===== config.mk =====
export PLATFORM = sky130hd
export DESIGN_NAME = phase_sequencer
export DESIGN_NICKNAME = d
export VERILOG_FILES = /design/src/rtl/phase_sequencer.sv
export SDC_FILE = /design/constraint.sdc
export NUM_CORES = 1
export LEC_CHECK = 0
export BUFFER_PORTS_ARGS = -buffer_cell sky130_fd_sc_hd__buf_2
export CORE_MARGIN = 1
export CORE_UTILIZATION = 51
export CTS_CLUSTER_SIZE = 8
export DETAILED_ROUTE_END_ITERATION = 6
export GPL_TIMING_DRIVEN = 0
export MAX_ROUTING_LAYER = met4
export PLACE_DENSITY = 0.88
export SYNTH_ARGS = -nofsm -noshare
export SYNTH_HDL_FRONTEND = slang
export SYNTH_SLANG_ARGS = --single-unit

===== constraint.sdc =====
create_clock -name clk -period 1.9 [get_ports clk]
set_input_delay 0.38 -clock clk [delete_from_list [all_inputs] [get_ports clk]]
set_output_delay 0.38 -clock clk [all_outputs]
set_load 0.01 [all_outputs]

===== src/rtl/phase_sequencer.sv =====
// phase_sequencer: microcode phase/state sequencer (FETCH/EXEC/ENTRY/WAIT/HALT).
// Optional macro PHASE_SEQ_IRQ_SYNC_EN adds a two-flop irq synchroniser.
`default_nettype none

module phase_sequencer (
  input  logic       clk,
  input  logic       rst_n,
  input  logic       uc_end,
  input  logic       uc_stall,
  input  logic       halt,
  input  logic       wait_req,
  input  logic       ei,
  input  logic       di,
  input  logic       exc_req,
  input  logic       irq,
  output logic [2:0] phase,
  output logic       fetch,
  output logic       exc_triggered,
  output logic       exc_cause,
  output logic       irq_ack,
  output logic       int_enabled,
  output logic       halted,
  output logic       waiting,
  output logic       phase_err
);

  typedef enum logic [2:0] {
    S_FETCH = 3'd0,
    S_EXEC  = 3'd1,
    S_ENTRY = 3'd2,
    S_WAIT  = 3'd3,
    S_HALT  = 3'd4
  } state_t;

  state_t     state_q, state_d;
  logic [2:0] phase_q, phase_d;
  logic       cause_q, cause_d;
  logic       ack_q, ack_d;
  logic       int_en_q, int_en_d;
  logic       pend_q, pend_d;
  logic       err_q, err_d;
  logic       fetch_q, entry_q, halted_q, waiting_q;
  logic       irq_w;

`ifdef PHASE_SEQ_IRQ_SYNC_EN
  logic irq_meta_q, irq_sync_q;
  always_ff @(posedge clk or negedge rst_n) begin
    if (!rst_n) begin
      irq_meta_q <= 1'b0;
      irq_sync_q <= 1'b0;
    end else begin
      irq_meta_q <= irq;
      irq_sync_q <= irq_meta_q;
    end
  end
  assign irq_w = irq_sync_q;
`else
  assign irq_w = irq;
`endif

  always_comb begin
    state_d  = state_q;
    phase_d  = phase_q;
    cause_d  = cause_q;
    ack_d    = 1'b0;
    int_en_d = int_en_q;
    pend_d   = pend_q;
    err_d    = err_q;
    if (!uc_stall) begin
      if (state_q == S_FETCH || state_q == S_EXEC || state_q == S_ENTRY) begin
        if (state_q == S_EXEC && exc_req) pend_d = 1'b1;
        if (uc_end) begin
          phase_d = 3'd0;
          if (state_q == S_FETCH) begin
            state_d = S_EXEC;
          end else if (state_q == S_EXEC) begin
            if (ei && !di)      int_en_d = 1'b1;
            else if (di && !ei) int_en_d = 1'b0;
            // Interrupt decision uses the pre-update enable: one-instruction shadow.
            if (pend_d) begin
              state_d = S_ENTRY;
              cause_d = 1'b1;
            end else if (halt) begin
              state_d = S_HALT;
            end else if (wait_req) begin
              state_d = S_WAIT;
            end else if (irq_w && int_en_q) begin
              state_d = S_ENTRY;
              cause_d = 1'b0;
              ack_d   = 1'b1;
            end else begin
              state_d = S_FETCH;
            end
          end else begin
            state_d  = S_FETCH;
            pend_d   = 1'b0;
            int_en_d = 1'b0;
          end
        end else if (phase_q == 3'd7) begin
          err_d   = 1'b1;
          state_d = S_HALT;
          phase_d = 3'd0;
        end else begin
          phase_d = phase_q + 3'd1;
        end
      end else if (state_q == S_WAIT) begin
        phase_d = 3'd0;
        if (irq_w) begin
          if (int_en_q) begin
            state_d = S_ENTRY;
            cause_d = 1'b0;
            ack_d   = 1'b1;
          end else begin
            state_d = S_FETCH;
          end
        end
      end else begin
        phase_d = 3'd0;
      end
    end
  end

  always_ff @(posedge clk or negedge rst_n) begin
    if (!rst_n) begin
      state_q   <= S_FETCH;
      phase_q   <= 3'd0;
      cause_q   <= 1'b0;
      ack_q     <= 1'b0;
      int_en_q  <= 1'b0;
      pend_q    <= 1'b0;
      err_q     <= 1'b0;
      fetch_q   <= 1'b1;
      entry_q   <= 1'b0;
      halted_q  <= 1'b0;
      waiting_q <= 1'b0;
    end else begin
      state_q   <= state_d;
      phase_q   <= phase_d;
      cause_q   <= cause_d;
      ack_q     <= ack_d;
      int_en_q  <= int_en_d;
      pend_q    <= pend_d;
      err_q     <= err_d;
      fetch_q   <= (state_d == S_FETCH);
      entry_q   <= (state_d == S_ENTRY);
      halted_q  <= (state_d == S_HALT);
      waiting_q <= (state_d == S_WAIT);
    end
  end

  assign phase         = phase_q;
  assign fetch         = fetch_q;
  assign exc_triggered = entry_q;
  assign exc_cause     = cause_q;
  assign irq_ack       = ack_q;
  assign int_enabled   = int_en_q;
  assign halted        = halted_q;
  assign waiting       = waiting_q;
  assign phase_err     = err_q;

endmodule

`default_nettype wire

==> flow_summary.yaml, run 1 <==
sta:
  setup-violations-final: 0
  fin_crit_ps: 1791
  skew_ps: 6.225
  fmax_mhz: 558.3
  hold_violations: 0
  period_share: 0.9427
  slew_viol_final: 0
  tightestPinTransition_ps: 441.5
  slew_headroom: 0.7046
  holdWs_ps: 392.1
  totalNegativeSetupSlack_ps: 0
  rsz0062_at_grt: "no"
synthesis:
  syn-num-nets: 96
  synth-xor-area-share: 0.01023
  ys_ff_latch: 15
  synth_edf_count: 0
  yosysWarnings: 0
  yosysSeqAreaShare: 0.4401
  synthMuxAreaShare: 0.01170
  postSynthCellCount: 84
  syn_avg_cell_area_sq_um: 10.19
  yosys.area.top_type: "dfrtp_1"
  async_flop_share: 1.000
  synth_adder_area_share: 0.02924
  synthSimpleGateAreaFrac: 0.1608
  synth_top_family_by_area: "compound AO/OA/AOI/OAI gates"
  yosys.cell_types.count: 36
  synth_compound_area_frac: 0.2807
  synth_flop_cell: "dfrtp_1"
  synth_area_sq_um: 855.8
  yosys.area.top_type_share: 0.4094
  ys_top_cells_by_area: "dfrtp_1 (41%), a21oi_1 (4.1%), a22o_1 (4.1%)"
hold_path:
  holdCritPathClass: "input port to flip-flop"
  min-delay-start: "irq"
  worstHoldPathCells: 3
  hold_end: "irq_ack$_DFF_PN0_"
finish:
  finish.utilization: 0.6769
  final_nets: 123
  layout-drive-gt1-share: 0.3364
  diodes: 0
  fill_cells: 129
  multi_input_area_sq_um: 444.2
  regArea_sq_um: 376.6
  syn_to_final_growth_pct: 21.93
power:
  p_per_area_mw_per_mm2: 533.8
  ir_worst_vdd_mv: 0.4321
  leakage_nw: 0.5016
clock_network:
  numCtsBuffers: 3
  clkTransAtPathRegs_ps: 90
  clk_latency_ps: 280
  cts-root-buf: "clkbuf_4"
  cts.sinks: 15
  cts_tree: "built"
  clock_path_buffers: 2
  cts-htree-levels: 1
floorplan:
  fp.coreArea_sq_mm: 0.001541
  initial_utilization: 0.5552
  die_x_um: 42.97
  num_rows: 14
  die_y_um: 42.97
  die_area_sq_mm: 0.001846
  ios: 21
global_route:
  grt_pass1_vias: 758
  grt_pass1_wl_um: 3105
  grt_use_total: 0.2302
  grt_use_met2: 0.3848
  antenna_found_initial: 0
  overflow: 0
  grt_max_degree: 16
  met3_usage: 0.02979
  use_met1: 0.2791
  busiest_layer: "met2"
setup_path:
  crit_path_start_kind: "flip-flop"
  rrSetupSlack_ps: 110
  rr_worst_depth: 7
  crit_arrival_ps: 1980
  worstPathRequired_ps: 2080
  r2r_end: "exc_triggered$_DFF_PN0_"
  worstPathMaxFanout: 5
  crit_path_end_kind: "flip-flop"
  critPathKind: "flip-flop to flip-flop"
  slowest_stage: "dfrtp_1"
  worstReg2RegStart: "phase[0]$_DFFE_PN0N_"
  slowest_delay_ps: 420
  cp_cell_sequence: "ha_1 -> ha_4 -> nor2b_1 -> a41oi_1 -> o31a_1 -> inv_1 -> nor4_1"
route:
  first_iter_violations: 11
  drt_pass1_iterations: 4
  via_count: 747
  drcViolationCount: 0
  routedWlPerCell_um: 13.82
  drt-total-wl_um: 1741
  antenna_left: 0
  viasPerCell: 5.929
place:
  place.gp.congestion: 0.8966
  io_buffers: 20
  dp.final_hpwl_um: 1322
flow_run:
  max_cap_viol_count: 0
run_status:
  status: "finished, final reports clean"
==> per-stage QoR <==
step                total power (W)  area, sq um  std cells  setup WS, ps
floorplan                 0.0003523        855.8         84         201.0
global placement          0.0003764        975.9        120         120.7
detailed placement        0.0003779        975.9        120         76.26
CTS                       0.0005587         1013        125         45.60
global route              0.0005748         1044        126         8.607
finish                    0.0005570         1044        126         109.0
==> cells in the mapped netlist (2+ instances only) <==
| cell | count |
|---|---|
| a21o_1 | 2 |
| inv_1 | 6 |
| nand2_1 | 4 |
| dfrtp_1 | 14 |
| o31ai_1 | 2 |
| buf_6 | 2 |
| nor3_1 | 3 |
| nor2b_1 | 2 |
| a211oi_1 | 3 |
| o21ai_0 | 2 |
| a21oi_1 | 7 |
| o31a_1 | 2 |
| nor2_1 | 7 |
| ha_1 | 2 |
| a31oi_1 | 2 |
| a22o_1 | 4 |
==> per-layer routing <==
metal,up-vias,wire [um]
li1,363,-
met4,0,30
met5,-,0
met3,7,48
met2,16,884
met1,361,777
==> logic make-up (layout without fill, tap and decap cells) <==
family,Yosys count,after routing
AOI/OAI and AO/OA,31,31
xor gates and xnor gates,1,1
adders and majority gates,2,2
buffers and inverters,10,36
DFF,15,15
muxes,1,1
and+or+nand+nor,24,24
==> state kept, by name (all words and copies together) (netlist names) <==
signal         count
phase              3
state_q            3
exc_cause          1
exc_triggered      1
fetch              1
halted             1
int_enabled        1
irq_ack            1
pend_q             1
phase_err          1
waiting            1
==> worst max-delay path by stage <==
stage                               from                       to  slack (ps)  cells after the start
global placement    phase[0]$_DFFE_PN0N_         halted$_DFF_PN0_         120                      6
CTS                 phase[0]$_DFFE_PN0N_          fetch$_DFF_PN1_          50                      6
global route        phase[0]$_DFFE_PN0N_  exc_triggered$_DFF_PN0_           9                      7
finish              phase[0]$_DFFE_PN0N_  exc_triggered$_DFF_PN0_         110                      7
detailed placement  phase[0]$_DFFE_PN0N_          fetch$_DFF_PN1_          80                      6
floorplan           phase[0]$_DFFE_PN0N_        waiting$_DFF_PN0_         200                      6
==> cell type report <==
| cell class | count | share of cell area |
|---|---|---|
| multi-input combinational | 59 | 0.4257 |
| sequential | 15 | 0.3609 |
| timing repair buffer | 22 | 0.1127 |
| buffer | 4 | 0.03357 |
| clock buffer | 3 | 0.02158 |
| inverter | 6 | 0.02158 |
| tap | 16 | 0.01918 |
| clock inverter | 1 | 0.004796 |
==> report_power, final <==
part / leakage, nW / internal [W] / switching, W / total, W
registers: 0.191 / 0.000321 / 0.000000418 / 0.000322
logic: 0.293 / 0.0000204 / 0.0000319 / 0.0000523
clock network: 0.0177 / 0.0000782 / 0.000105 / 0.000183
total: 0.502 / 0.000420 / 0.000137 / 0.000557
==> placed cells by master, fill, tap and decap left out, types with 2 or more instances in the layout <==
cell / instances
nor2b_1: 2
a22o_1: 4
buf_6: 2
o31a_1: 2
a31oi_1: 2
o31ai_1: 2
a21o_1: 2
o21ai_0: 2
a211oi_2: 2
clkbuf_4: 3
a21oi_1: 7
inv_1: 6
nor2_1: 7
nor3_1: 3
dfrtp_1: 14
buf_2: 21
buf_4: 2
nand2_1: 4
==> critical path, delay by kind of cell (launching register included) <==
family | cells | cell delay, ps
buf+inv | 1 | 90
compound gates | 2 | 370
flops | 1 | 420
simple gates | 2 | 390
fa+ha+maj | 2 | 420
==> timing repair <==
item | 4_1_cts | 5_1_grt
setup buffers | 0 | 1
resized for setup | 0 | 4
hold buffers | 1 | 0
endpoints found under the setup margin | 0 | 4
endpoints found under the hold margin | 14 | 0
Note: power is estimated with default switching activity, not from simulation.
==> run 2: changes to the inputs <==
Settings changed: CORE_UTILIZATION 51 to 25, PLACE_DENSITY 0.88 to 0.55.
==> run 2 against run 1 <==
Net effect: global-route usage down 12 points; register-to-register slack is essentially flat; utilization decreased by 34 points; final area is 1.1% higher.
==> flow_summary.yaml, run 2 (synthesized netlist as in run 1, its figures left out) <==
run_status:
  status: "finished, final reports clean"
sta:
  rsz0062_at_grt: "no"
  totalNegativeSetupSlack_ps: 0
  slew_headroom: 0.7041
  tightestPinTransition_ps: 442.3
  fmax_mhz: 557.3
  period_share: 0.9443
  setup_ws_ps: 105.8
  setup-violations-final: 0
  hold_violations: 0
  fin_crit_ps: 1794
  skew_ps: 10.32
  slew_viol_final: 0
power:
  ir_worst_vdd_mv: 0.2133
  leakage_nw: 0.4973
  p_per_area_mw_per_mm2: 526.1
  power_w: 0.0005549
finish:
  syn_to_final_growth_pct: 23.25
  diodes: 0
  fill_cells: 342
  layout-drive-gt1-share: 0.3119
  multi_input_area_sq_um: 427.9
  layout_common_cells: "buf_2 (21), dfrtp_1 (14), a21oi_1 (7), nor2_1 (7), inv_1 (6)"
  regArea_sq_um: 376.6
  final_common_cell: "buf_2"
  design_area_sq_mm: 0.001055
  final_nets: 122
place:
  place.gp.congestion: 0.8201
  dp.final_hpwl_um: 1350
  post-place-ws_ps: 101.9
  placed_area_sq_mm: 0.001011
  io_buffers: 20
clock_network:
  cts.sinks: 15
  cts-root-buf: "clkbuf_4"
  cts_tree: "built"
  numCtsBuffers: 3
  clk_latency_ps: 280
  clock_path_buffers: 2
  cts-htree-levels: 1
  clkTransAtPathRegs_ps: 100
  post-cts-setup-buffer-count: 0
setup_path:
  critPathKind: "flip-flop to flip-flop"
  worstPathRequired_ps: 2100
  worstPathMaxFanout: 5
  slowest_stage: "dfrtp_1"
  slowest_delay_ps: 400
  crit_path_end_kind: "flip-flop"
  crit_arrival_ps: 2000
  cp_common_cell: "ha_1"
  crit_path_start_kind: "flip-flop"
  cp_cell_sequence: "ha_1 -> ha_1 -> nor2_1 -> o31a_1 -> a311o_1 -> a211oi_1"
hold_path:
  holdCritPathClass: "input port to flip-flop"
floorplan:
  ios: 21
  initial_utilization: 0.2714
  die_y_um: 60.51
  fp.coreArea_sq_mm: 0.003153
  num_rows: 20
  die_x_um: 60.51
  die_area_sq_mm: 0.003661
route:
  first_iter_violations: 15
  viasPerCell: 4.889
  antenna_left: 0
  via_count: 748
  drt_pass1_iterations: 4
  drt-total-wl_um: 1795
  drcViolationCount: 0
  routedWlPerCell_um: 11.73
flow_run:
  max_cap_viol_count: 0
global_route:
  grt_use_total: 0.1131
  antenna_found_initial: 0
  grt_pass1_wl_um: 2911
  overflow: 0
  grt_pass1_vias: 674
  grt_max_degree: 16
## run 2: cell types whose count changed in the layout (fill, tap and decap cells not counted), sizes merged
cell  change
buf       -1
## run 2: layout make-up
| type | count | area share |
|---|---|---|
| Buffer | 4 | 0.03321 |
| Tap cell | 44 | 0.05219 |
| Clock inverter | 1 | 0.004745 |
| Sequential cell | 15 | 0.3571 |
| Timing Repair Buffer | 21 | 0.1044 |
| Multi-Input combinational cell | 59 | 0.4057 |
| Clock buffer | 3 | 0.02135 |
| Inverter | 6 | 0.02135 |
## run 2: what timing repair did
item                       4_1_cts  5_1_grt
resized for setup                0        1
hold endpoints to repair         8        0
setup endpoints to repair        0        1
hold buffers                     1        0
## run 2: path summary, 6_finish.rpt
| path | startpoint | slack, ps | cells after the start | endpoint |
|---|---|---|---|---|
| worst max-delay path | phase[0]$_DFFE_PN0N_ | 110 | 6 | fetch$_DFF_PN1_ |
| worst min-delay path | irq | 410 | 3 | irq_ack$_DFF_PN0_ |
| worst max register to register | phase[0]$_DFFE_PN0N_ | 110 | 6 | fetch$_DFF_PN1_ |
| worst min register to register | phase_err$_DFFE_PN0P_ | 460 | 1 | phase_err$_DFFE_PN0P_ |
| max in group asynchronous | rst_n | 1080 | 2 | fetch$_DFF_PN1_ |
| min in group asynchronous | rst_n | 520 | 2 | pend_q$_DFFE_PN0P_ |
## run 2: critical path, delay by kind of cell, from the launching register on
kind | cells | cell delay (ps)
AOI/OAI and AO/OA | 3 | 870
DFF | 1 | 400
and+or+nand+nor | 1 | 60
adders and majority gates | 2 | 400
## run 2: stage by stage
stage	hold WS, ps	util	std cells
CTS	400.0	0.3325	153
global route	433.6	0.3345	153
floorplan	84.41	-	84
global placement	306.1	0.3206	148
finish	407.9	0.3345	153
detailed placement	311.1	0.3206	148
## run 2: power by group
group / internal [W] / switching (W)
combinational: 0.0000200 / 0.0000323
sequential: 0.000321 / 0.000000496
clock: 0.0000781 / 0.000103
## run 2: per-layer routing
| layer | global-route usage | vias to the layer above | routed length (um) |
|---|---|---|---|
| met5 | - | - | 0 |
| met3 | 0.04478 | 2 | 61 |
| met2 | 0.1868 | 12 | 899 |
| met1 | 0.1234 | 370 | 805 |
| met4 | 0.03896 | 0 | 27 |
| li1 | - | 364 | - |
